File: config.mk
export PLATFORM = sky130hd
export DESIGN_NAME = uart_rx_deser_flat
export DESIGN_NICKNAME = d
export VERILOG_FILES = /design/src/rtl/uart_pkg.sv /design/src/rtl/uart_rx_deser_if.sv /design/src/rtl/uart_bit_timer.sv /design/src/rtl/uart_rx_deser.sv /design/src/flat_wrapper.sv
export SDC_FILE = /design/constraint.sdc
export NUM_CORES = 1
export LEC_CHECK = 0
export ABC_AREA = 1
export BUFFER_PORTS_ARGS = -buffer_cell sky130_fd_sc_hd__buf_2
export CORE_MARGIN = 4
export CORE_UTILIZATION = 55
export CTS_BUF_LIST = sky130_fd_sc_hd__clkbuf_8 sky130_fd_sc_hd__clkbuf_16
export DETAILED_ROUTE_END_ITERATION = 7
export PLACE_DENSITY = 0.72
export SYNTH_ARGS = -nofsm -noshare
export SYNTH_HDL_FRONTEND = slang
export SYNTH_SLANG_ARGS = --single-unit
File: constraint.sdc
create_clock -name clk -period 7.4 [get_ports clk]
set_clock_uncertainty 0.15 [all_clocks]
set_input_delay 2.22 -clock clk [delete_from_list [all_inputs] [get_ports clk]]
set_output_delay 2.22 -clock clk [all_outputs]
set_load 0.05 [all_outputs]
File: src/rtl/uart_pkg.sv
// uart_pkg: shared UART types, parity encodings and frame geometry
package uart_pkg;
    typedef enum logic [2:0] {IDLE, START, DATA, PARITY, STOP, WAIT_HIGH} rx_state_e;
    localparam logic [1:0] PAR_NONE  = 2'b00;
    localparam logic [1:0] PAR_ODD   = 2'b01;
    localparam logic [1:0] PAR_EVEN  = 2'b10;
    localparam logic [1:0] PAR_NONE2 = 2'b11;
    localparam int DATA_BITS_DEF = 8;
    localparam int FRAME_BITS = DATA_BITS_DEF + 3;
endpackage

File: src/rtl/uart_rx_deser_if.sv
// uart_rx_deser_if: received-byte holding register handshake with status flags
interface uart_rx_deser_if #(parameter int DATA_BITS = 8);
    logic [DATA_BITS-1:0] rx_word;
    logic rx_valid;
    logic rx_ready;
    logic rx_parity_err;
    logic rx_frame_err;
    logic rx_overrun;
    modport master(output rx_word, rx_valid, rx_parity_err, rx_frame_err, rx_overrun, input rx_ready);
    modport slave(input rx_word, rx_valid, rx_parity_err, rx_frame_err, rx_overrun, output rx_ready);
endinterface

File: src/rtl/uart_bit_timer.sv
// uart_bit_timer: bit-period counter with half/full-bit terminal strobes; period latched on load
module uart_bit_timer (
    input  logic        clk,
    input  logic        rst_n,
    input  logic        load,
    input  logic        clr,
    input  logic [31:0] n,
    output logic        half_tc,
    output logic        full_tc
);
    logic [31:0] cnt_q, cnt_d, per_q, per_d;
    always_comb begin
        per_d = load ? (n < 32'd2 ? 32'd2 : n) : per_q;
        cnt_d = (load || clr) ? '0 : cnt_q + 32'd1;
    end
    always_ff @(posedge clk) begin
        if (!rst_n) begin
            cnt_q <= '0;
            per_q <= 32'd2;
        end else begin
            cnt_q <= cnt_d;
            per_q <= per_d;
        end
    end
    assign half_tc = cnt_q == (per_q >> 1) - 32'd1;
    assign full_tc = cnt_q == per_q - 32'd1;
endmodule

File: src/rtl/uart_rx_deser.sv
// uart_rx_deser: UART receive deserializer feeding a valid/ready holding register
module uart_rx_deser
    import uart_pkg::*;
#(
    parameter int DATA_BITS   = 8,
    parameter int SYNC_STAGES = 2
) (
    input  logic        clk,
    input  logic        rst_n,
    input  logic        rx_data,
    input  logic [31:0] cfg_clkSpeed_over_bdRate,
    input  logic [1:0]  cfg_parity_setting,
    output logic        rx_busy,
    uart_rx_deser_if.master rx
);
    localparam int CW = $clog2(DATA_BITS + 1);
    rx_state_e state_q, state_d;
    logic [SYNC_STAGES-1:0] sync_q, sync_d;
    logic [CW-1:0] bitcnt_q, bitcnt_d;
    logic [DATA_BITS-1:0] shreg_q, shreg_d, word_q, word_d;
    logic perr_q, perr_d, ferr_q, ferr_d, commit_q, commit_d;
    logic valid_q, valid_d, operr_q, operr_d, oferr_q, oferr_d, ovr_q, ovr_d;
    logic rxs, load, clr, half_tc, full_tc, take;
    assign rxs = sync_q[SYNC_STAGES-1];
    uart_bit_timer u_timer (
        .clk(clk), .rst_n(rst_n), .load(load), .clr(clr),
        .n(cfg_clkSpeed_over_bdRate), .half_tc(half_tc), .full_tc(full_tc)
    );
    always_comb begin
        sync_d   = SYNC_STAGES'({sync_q, rx_data});
        state_d  = state_q;
        bitcnt_d = bitcnt_q;
        shreg_d  = shreg_q;
        perr_d   = perr_q;
        ferr_d   = ferr_q;
        commit_d = 1'b0;
        load     = 1'b0;
        clr      = 1'b0;
        case (state_q)
            IDLE: begin
                clr = 1'b1;
                if (!rxs) begin
                    load    = 1'b1;
                    state_d = START;
                end
            end
            START: if (half_tc) begin
                clr      = 1'b1;
                bitcnt_d = '0;
                state_d  = rxs ? IDLE : DATA;
            end
            DATA: if (full_tc) begin
                clr      = 1'b1;
                shreg_d  = {rxs, shreg_q[DATA_BITS-1:1]};
                bitcnt_d = bitcnt_q + CW'(1);
                state_d  = bitcnt_q == CW'(DATA_BITS - 1) ? PARITY : DATA;
            end
            PARITY: if (full_tc) begin
                clr     = 1'b1;
                perr_d  = (cfg_parity_setting == PAR_ODD && !(^shreg_q ^ rxs)) ||
                          (cfg_parity_setting == PAR_EVEN && (^shreg_q ^ rxs));
                state_d = STOP;
            end
            STOP: if (full_tc) begin
                clr      = 1'b1;
                ferr_d   = !rxs;
                commit_d = 1'b1;
                state_d  = rxs ? IDLE : WAIT_HIGH;
            end
            WAIT_HIGH: begin
                clr     = 1'b1;
                state_d = rxs ? IDLE : WAIT_HIGH;
            end
            default: state_d = IDLE;
        endcase
    end
    // a commit lands only when the holding register is empty or being drained this cycle
    always_comb begin
        take    = commit_q && (!valid_q || rx.rx_ready);
        word_d  = take ? shreg_q : word_q;
        operr_d = take ? perr_q : operr_q;
        oferr_d = take ? ferr_q : oferr_q;
        valid_d = take || (valid_q && !rx.rx_ready);
        ovr_d   = ovr_q || (commit_q && valid_q && !rx.rx_ready);
    end
    always_ff @(posedge clk) begin
        if (!rst_n) begin
            state_q  <= IDLE;
            sync_q   <= '1;
            bitcnt_q <= '0;
            shreg_q  <= '0;
            perr_q   <= 1'b0;
            ferr_q   <= 1'b0;
            commit_q <= 1'b0;
            word_q   <= '0;
            valid_q  <= 1'b0;
            operr_q  <= 1'b0;
            oferr_q  <= 1'b0;
            ovr_q    <= 1'b0;
        end else begin
            state_q  <= state_d;
            sync_q   <= sync_d;
            bitcnt_q <= bitcnt_d;
            shreg_q  <= shreg_d;
            perr_q   <= perr_d;
            ferr_q   <= ferr_d;
            commit_q <= commit_d;
            word_q   <= word_d;
            valid_q  <= valid_d;
            operr_q  <= operr_d;
            oferr_q  <= oferr_d;
            ovr_q    <= ovr_d;
        end
    end
    assign rx.rx_word       = word_q;
    assign rx.rx_valid      = valid_q;
    assign rx.rx_parity_err = operr_q;
    assign rx.rx_frame_err  = oferr_q;
    assign rx.rx_overrun    = ovr_q;
    assign rx_busy          = state_q != IDLE;
endmodule

File: src/flat_wrapper.sv
// flat-port wrapper written by rule: the top's interface ports become plain ports
module uart_rx_deser_flat import uart_pkg::*;
#(
    parameter int DATA_BITS   = 8,
    parameter int SYNC_STAGES = 2
)
  (clk, rst_n, rx_data, cfg_clkSpeed_over_bdRate, cfg_parity_setting, rx_busy, rx_rx_word, rx_rx_valid, rx_rx_parity_err, rx_rx_frame_err, rx_rx_overrun, rx_rx_ready);
  uart_rx_deser_if #(.DATA_BITS(DATA_BITS)) rx_i ();
  input  logic clk;
  input  logic rst_n;
  input  logic rx_data;
  input  logic [31:0] cfg_clkSpeed_over_bdRate;
  input  logic [1:0] cfg_parity_setting;
  output logic rx_busy;
  output wire logic [$bits(rx_i.rx_word)-1:0] rx_rx_word;
  output wire logic [$bits(rx_i.rx_valid)-1:0] rx_rx_valid;
  output wire logic [$bits(rx_i.rx_parity_err)-1:0] rx_rx_parity_err;
  output wire logic [$bits(rx_i.rx_frame_err)-1:0] rx_rx_frame_err;
  output wire logic [$bits(rx_i.rx_overrun)-1:0] rx_rx_overrun;
  input wire logic [$bits(rx_i.rx_ready)-1:0] rx_rx_ready;
  assign rx_rx_word = rx_i.rx_word;
  assign rx_rx_valid = rx_i.rx_valid;
  assign rx_rx_parity_err = rx_i.rx_parity_err;
  assign rx_rx_frame_err = rx_i.rx_frame_err;
  assign rx_rx_overrun = rx_i.rx_overrun;
  assign rx_i.rx_ready = rx_rx_ready;
  uart_rx_deser #(.DATA_BITS(DATA_BITS), .SYNC_STAGES(SYNC_STAGES)) u_core (.clk(clk), .rst_n(rst_n), .rx_data(rx_data), .cfg_clkSpeed_over_bdRate(cfg_clkSpeed_over_bdRate), .cfg_parity_setting(cfg_parity_setting), .rx_busy(rx_busy), .rx(rx_i));
endmodule
==> impl_metrics.yaml, run 1 <==
run_status:
  outcome: "finished clean"
global_routing:
  grt_pass1_wl_mm: 31.3
  overflow: 0
  antenna_found_initial: 0
  grt_pass1_vias: 6206
  grt_use_total_pct: 27.8
  grt_max_degree: 33
detailed_routing:
  dr_total_vias: 6763
  routed.top_layer: "met4"
  drt-met1-wl_mm: 9.01
  drtPass1Iterations: 5
  drcViolationCount: 0
  route.met3.wl_mm: 1.13
  routed_wl_mm: 19.4
  via_per_inst: 5.33
  wl_met2_mm: 8.92
  wl_per_cell_um: 15.3
  first_iter_violations: 462
  detail-route-antenna-nets: 0
worst_setup_path:
  crit_path_end_kind: "register"
  path_buf_inv: 2
  ff2ff_path_depth: 16
  crit_type: "in2reg"
  cpLargestDelayFamily: "simple AND/OR/NAND/NOR gates"
  crit_end: "u_core.u_timer.cnt_q[25]"
  critPathLaunch: "rst_n"
  rrSetupSlack_ps: 3930
  path_cells: "buf_2, nand2_1, clkinv_1, nand3_1, a21o_4, nor2_1"
  critPathRequiredTime_ps: 7480
  cp-start-kind: "input port"
  critPathSlowestCell: "nand2_1"
  crit_fanout: 32
  cpPeakStageDelay_ps: 650
  cp.depth: 6
  arrival_ps: 4250
  r2r-start: "u_core.u_timer.per_q[1]"
  r2r_end: "u_core.u_timer.cnt_q[25]"
sta:
  worst_pin_slew_ps: 804
  fin_crit_sh_pct: 56.3
  finalHoldViolCount: 0
  slew_headroom_pct: 46.3
  timing.setup.tns_ps: 0
  setup_viol: 0
  fmax_ghz: 0.240
  slew_violations: 0
  grt_setup_unrepaired: "false"
  fin_crit_ps: 4170
clock_tree:
  cts_hold_buf: 0
  cts.sinks: 96
  clkTransAtPathRegs_ps: 80
  clockBufferDepth: 2
  cts_root_buf: "clkbuf_16"
  cts_tree: "built"
  cts_buffers: 9
  post_cts_buffers: 0
  h-tree-depth: 3
  clk_latency_ps: 360
  post_cts_resized: 0
place:
  port_buffers: 50
  dpl.hpwl_mm: 15.6
  gp_congestion: 0.984
yosys:
  async_reset_ff_share_pct: 0
  synth_fp_nets: 1116
  synth_cell_type_count: 42
  synth_ff_type: "dfxtp_1"
  yosysWarnings: 0
  synth_sequential_area_ratio_pct: 28.5
  syn_area_per_cell_um2: 6.28
  synth_area_leader_cell: "dfxtp_1"
  synth_edf_count: 0
  synthTopCellsByArea: "dfxtp_1 (29%), nand2_1 (16%), nor2_1 (8.6%)"
  yosysTopAreaCellShare_pct: 28.5
  syn_area_um2: 6740
  ys_ff_latch: 96
  netlist_instances: 1074
cells_and_area:
  finalCoreUtilization_pct: 61.5
  antennaDiodeCount: 0
  mostFrequentLayoutCells: "nand2_1 (295), nor2_1 (154), inv_1 (136)"
  final_nets: 1159
  drive_gt1_share_pct: 11.1
  final_common_cell: "nand2_1"
  syn_to_final_growth_pct: 9.52
power_and_ir_drop:
  power_mw: 1.59
  leakage_nw: 3.48
  cellPowerDensity_nw_per_um2: 215
  peakVddDrop_mv: 0.179
die:
  rows: 40
  coreArea_um2: 12000
  dieArea_um2: 14100
  die_w_um: 119
  die_h_um: 119
  ioPinCount: 51
  initial_utilization_pct: 56.1
job:
  drv_cap: 0
worst_hold_path:
  min_path_cells: 1
  hold_class: "reg2reg"
==> how the worst min path moves through the flow <==
stage | startpoint | endpoint | slack [ps]
floorplan | u_core.sync_q[0] | u_core.sync_q[1] | 240
global placement | u_core.sync_q[0] | u_core.sync_q[1] | 240
detailed placement | u_core.sync_q[0] | u_core.sync_q[1] | 250
CTS | u_core.sync_q[0] | u_core.sync_q[1] | 270
global route | u_core.sync_q[0] | u_core.sync_q[1] | 290
finish | u_core.sync_q[0] | u_core.sync_q[1] | 260
==> power by group <==
part / internal, mW / total [mW] / switching (mW)
Sequential: 0.536 / 0.571 / 0.0352
Clock: 0.245 / 0.493 / 0.247
Combinational: 0.161 / 0.527 / 0.366
==> area by class of cell <==
class,count,area [um^2]
Clock buffer,9,225
Clock inverter,7,83.8
Fill cell,1192,4630
Inverter,143,537
Multi-Input combinational cell,816,4180
Sequential cell,96,1920
Tap cell,147,184
Timing Repair Buffer,51,258
==> Yosys cell counts (2+ instances only) <==
library cell  instances
dfxtp_1              96
nand3b_1              9
clkinv_1              2
inv_2                 5
a22o_1                8
nor4_1               11
xnor2_1              23
nand3_1              71
or2_2                 3
nand4_1              20
o21ai_1               2
inv_1               136
nand2_1             295
nand2_4               2
a21oi_1              26
a21oi_2               2
nor3_1               12
nor2_2               17
xor2_1               62
nor2_4               10
buf_2                 2
o21ai_2               2
nor2_1              155
o21ai_0              52
nor3_2                2
ha_1                  4
o21bai_1              2
a31oi_1               2
nand2_2              10
buf_6                 5
clkbuf_1             11
nor3b_1               4
nor2_8                2
==> sequential cells by signal (all words and copies together) (netlist names) <==
signal,count
u_core.sync_q,2
u_core.shreg_q,8
u_core.bitcnt_q,4
u_core.perr_q,1
u_core.rx.rx_frame_err,1
u_core.ferr_q,1
u_core.rx.rx_overrun,1
u_core.rx.rx_parity_err,1
u_core.commit_q,1
u_core.rx.rx_valid,1
u_core.u_timer.per_q,32
u_core.u_timer.cnt_q,32
u_core.rx.rx_word,8
u_core.state_q,3
==> kinds of logic after synthesis <==
| logic type | count (synthesis) | synth area share [%] |
|---|---|---|
| XOR/XNOR | 85 | 11.0 |
| adder cells (fa/ha/maj) | 4 | 0.742 |
| buffers and inverters | 162 | 9.61 |
| AND/OR/NAND/NOR | 627 | 41.6 |
| flip-flops | 96 | 28.5 |
| AO/OA/AOI/OAI | 100 | 8.46 |
==> layer usage <==
metal  global-route usage, %  vias up
li1                        -     3472
met1                    38.6     3077
met2                    44.9      188
met5                       0        -
met3                    3.35       26
met4                    9.12        0
==> stage by stage <==
stage               setup WS [ps]  cell area [um^2]  hold slack (ps)  cells
floorplan                    4120              6740              243   1074
global placement             2900              7080              244   1253
detailed placement           2820              7080              249   1253
CTS                          3210              7380              267   1269
global route                 3060              7380              289   1269
finish                       3230              7380              264   1269
(Power assumes the default switching activity.)
==> inputs of run 2 (changes only) <==
--- a/config.mk
+++ b/config.mk
@@ -5,7 +5,7 @@
 export SDC_FILE = /design/constraint.sdc
 export NUM_CORES = 1
 export LEC_CHECK = 0
-export ABC_AREA = 1
+export ABC_AREA = 0
 export BUFFER_PORTS_ARGS = -buffer_cell sky130_fd_sc_hd__buf_2
 export CORE_MARGIN = 4
 export CORE_UTILIZATION = 55
==> constraint.sdc (replaced) <==
create_clock -name clk -period 4 [get_ports clk]
set_clock_uncertainty 0.15 [all_clocks]
set_input_delay 1.2 -clock clk [delete_from_list [all_inputs] [get_ports clk]]
set_output_delay 1.2 -clock clk [all_outputs]
set_load 0.05 [all_outputs]
==> run 2 against run 1 <==
  * Sequential cell count stayed put
  * Sequential power is 84% higher
  * Count of clock-buffer cells in the layout is 1 higher
  * Non-clock buffer count is 16 higher
  * Highest routed layer unchanged
  * Largest cell class unchanged
==> impl_metrics.yaml, run 2 <==
cells_and_area:
  final_nets: 855
  drive_gt1_share_pct: 13.0
  antennaDiodeCount: 0
  design_area_um2: 6810
  mostFrequentLayoutCells: "dfxtp_1 (96), nand2_1 (93), nor2_1 (87)"
  finalCoreUtilization_pct: 62.2
  multi_input_comb_area_um2: 3980
  syn_to_final_growth_pct: 10.1
  final_common_cell: "dfxtp_1"
  reg_top3: "u_core.u_timer.cnt_q (32), u_core.u_timer.per_q (32)"
  num-fill-cells: 980
  seqCellArea_um2: 1920
die:
  dieArea_um2: 13000
  die_w_um: 114
  initial_utilization_pct: 56.5
  coreArea_um2: 10900
  ioPinCount: 51
  rows: 38
  die_h_um: 114
detailed_routing:
  dr_total_vias: 5823
  drcViolationCount: 0
  wl_per_cell_um: 17.7
  first_iter_violations: 517
  routed_wl_mm: 16.9
  via_per_inst: 6.08
  drtPass1Iterations: 5
  detail-route-antenna-nets: 0
sta:
  fmax_ghz: 0.258
  finalHoldViolCount: 0
  setup_viol: 0
  slew_headroom_pct: 57.2
  slew_violations: 0
  fin_crit_sh_pct: 96.9
  fin_crit_ps: 3880
  timing.setup.tns_ps: 0
  worst_pin_slew_ps: 641
  hold_slack_ps: 287
worst_setup_path:
  ff2ff_path_depth: 9
  critPathSlowestCell: "or4_4"
  crit_path_end_kind: "register"
  cpPeakStageDelay_ps: 630
  path_cells: "or4_4, or2_1, or4_1, nand3b_1, a211oi_1, nand4_1, or3b_1, o31ai_1, o31ai_1"
  crit_fanout: 8
  arrival_ps: 3960
  crit_path_frequent_cell: "o31ai_1"
  critPathRequiredTime_ps: 4080
  rrSetupSlack_ps: 120
  r2r-start: "u_core.u_timer.per_q[17]"
  crit_type: "reg2reg"
  r2r_end: "u_core.bitcnt_q[1]"
  path_buf_inv: 0
  cp-start-kind: "register"
  cpLargestDelayFamily: "simple AND/OR/NAND/NOR gates"
global_routing:
  grt_pass1_vias: 5625
  grt_use_total_pct: 26.5
  overflow: 0
  grt_pass1_wl_mm: 27.4
  antenna_found_initial: 0
  grt_max_degree: 56
yosys:
  synth_edf_count: 0
  synth_sequential_area_ratio_pct: 31.1
  yosysTopAreaCellShare_pct: 31.1
  synthAdderAreaFrac_pct: 0.810
  ys_ff_latch: 96
  synthTopCellsByArea: "dfxtp_1 (31%), xnor2_1 (8.6%), xor2_1 (7.5%)"
  synth.area.mux_share_pct: 3.72
  synth_cell_type_count: 62
  synth_fp_nets: 835
  synth_ff_type: "dfxtp_1"
  syn_area_per_cell_um2: 7.80
  synth_xor_area_share_pct: 16.2
  yosys.area_share.simple_pct: 30.3
  yosysMostFrequentCell: "dfxtp_1"
  synth_compound_area_share_pct: 12.7
  synth_area_leader_cell: "dfxtp_1"
  netlist_instances: 793
  syn_area_um2: 6180
  yosysWarnings: 0
  synthTopCellsByCount: "dfxtp_1 (96), nand2_1 (93), nor2_1 (88)"
  synth_top_family_by_area: "simple AND/OR/NAND/NOR gates"
  async_reset_ff_share_pct: 0
power_and_ir_drop:
  peakVddDrop_mv: 0.332
  cellPowerDensity_nw_per_um2: 373
  leakage_nw: 2.71
  power_mw: 2.54
job:
  drv_cap: 0
clock_tree:
  cts_tree: "built"
  clkTransAtPathRegs_ps: 70
  cts_root_buf: "clkbuf_16"
  clockBufferDepth: 2
  cts_buffers: 9
  clk_latency_ps: 360
  h-tree-depth: 3
  cts.sinks: 96
  cts_hold_buf: 0
worst_hold_path:
  whs_endpoint: "u_core.sync_q[1]"
  hold_class: "reg2reg"
  min_path_cells: 1
  min-delay-start: "u_core.sync_q[0]"
place:
  gp_congestion: 0.980
  dpl.hpwl_mm: 12.9
  port_buffers: 50
  dpl-instance-area_um2: 6470
run_status:
  outcome: "finished clean"
==> run 2: changes by cell type after synthesis, moves of 23 or more <==
| cell | previous run | this run |
|---|---|---|
| a21oi_1 | 26 | 52 |
| nand3_1 | 71 | 24 |
| mux2i_1 | 0 | 23 |
| inv_1 | 136 | 16 |
| xnor2_1 | 23 | 61 |
| nor2_1 | 155 | 88 |
| clkbuf_1 | 11 | 41 |
| nand2_1 | 295 | 93 |
| o21ai_0 | 52 | 8 |
==> run 2: timing repair <==
action | CTS | global route
setup buffers | 0 | 2
setup endpoints to repair | 0 | 44
resized for setup | 0 | 7
==> run 2: cells by family (layout without fill, tap and decap cells) <==
family | after synthesis | in the layout
simple gates | 361 | 361
compound gates | 121 | 121
xor+xnor | 114 | 114
flops | 96 | 96
buf+inv | 74 | 98
mux | 23 | 23
fa+ha+maj | 4 | 4
==> run 2: layer usage <==
layer  routed length, um  track usage (%)  vias to the layer above
met1                7410             34.1                     2735
met5                   0                0                        -
met4                 490             11.0                        0
met3                1200             4.46                       42
li1                    -                -                     2815
met2                7840             43.8                      231
==> run 2: stage by stage <==
step	instances	setup slack (ps)
after global routing	957	-3.06
after global placement	940	212
after CTS	955	127
after detailed placement	940	143
after floorplan	793	272
final	957	122
==> run 2: final cells by class <==
class	count	area share [%]
Clock buffer	10	3.51
Clock inverter	5	0.570
Timing Repair Buffer	67	5.79
Tap cell	140	2.57
Multi-Input combinational cell	623	58.4
Inverter	16	0.883
Sequential cell	96	28.2
==> run 2: how the worst max path moves through the flow <==
| stage | from | to | slack (ps) | cells past startpoint |
|---|---|---|---|---|
| 3_3_place_gp | u_core.u_timer.per_q[13] | u_core.bitcnt_q[1] | 210 | 9 |
| 3_5_place_dp | u_core.u_timer.per_q[1] | u_core.shreg_q[1] | 140 | 14 |
| 4_1_cts | u_core.u_timer.per_q[1] | u_core.shreg_q[1] | 130 | 14 |
| 5_1_grt | u_core.u_timer.per_q[1] | u_core.shreg_q[0] | -3 | 13 |
| 2_1_floorplan | u_core.u_timer.per_q[1] | u_core.shreg_q[7] | 270 | 14 |
| 6_report | u_core.u_timer.per_q[17] | u_core.bitcnt_q[1] | 120 | 9 |
==> run 2: where the power goes <==
| group | internal (mW) | switching, mW | total [mW] |
|---|---|---|---|
| combinational | 0.258 | 0.400 | 0.659 |
| clock | 0.440 | 0.391 | 0.831 |
| sequential | 0.983 | 0.0664 | 1.05 |
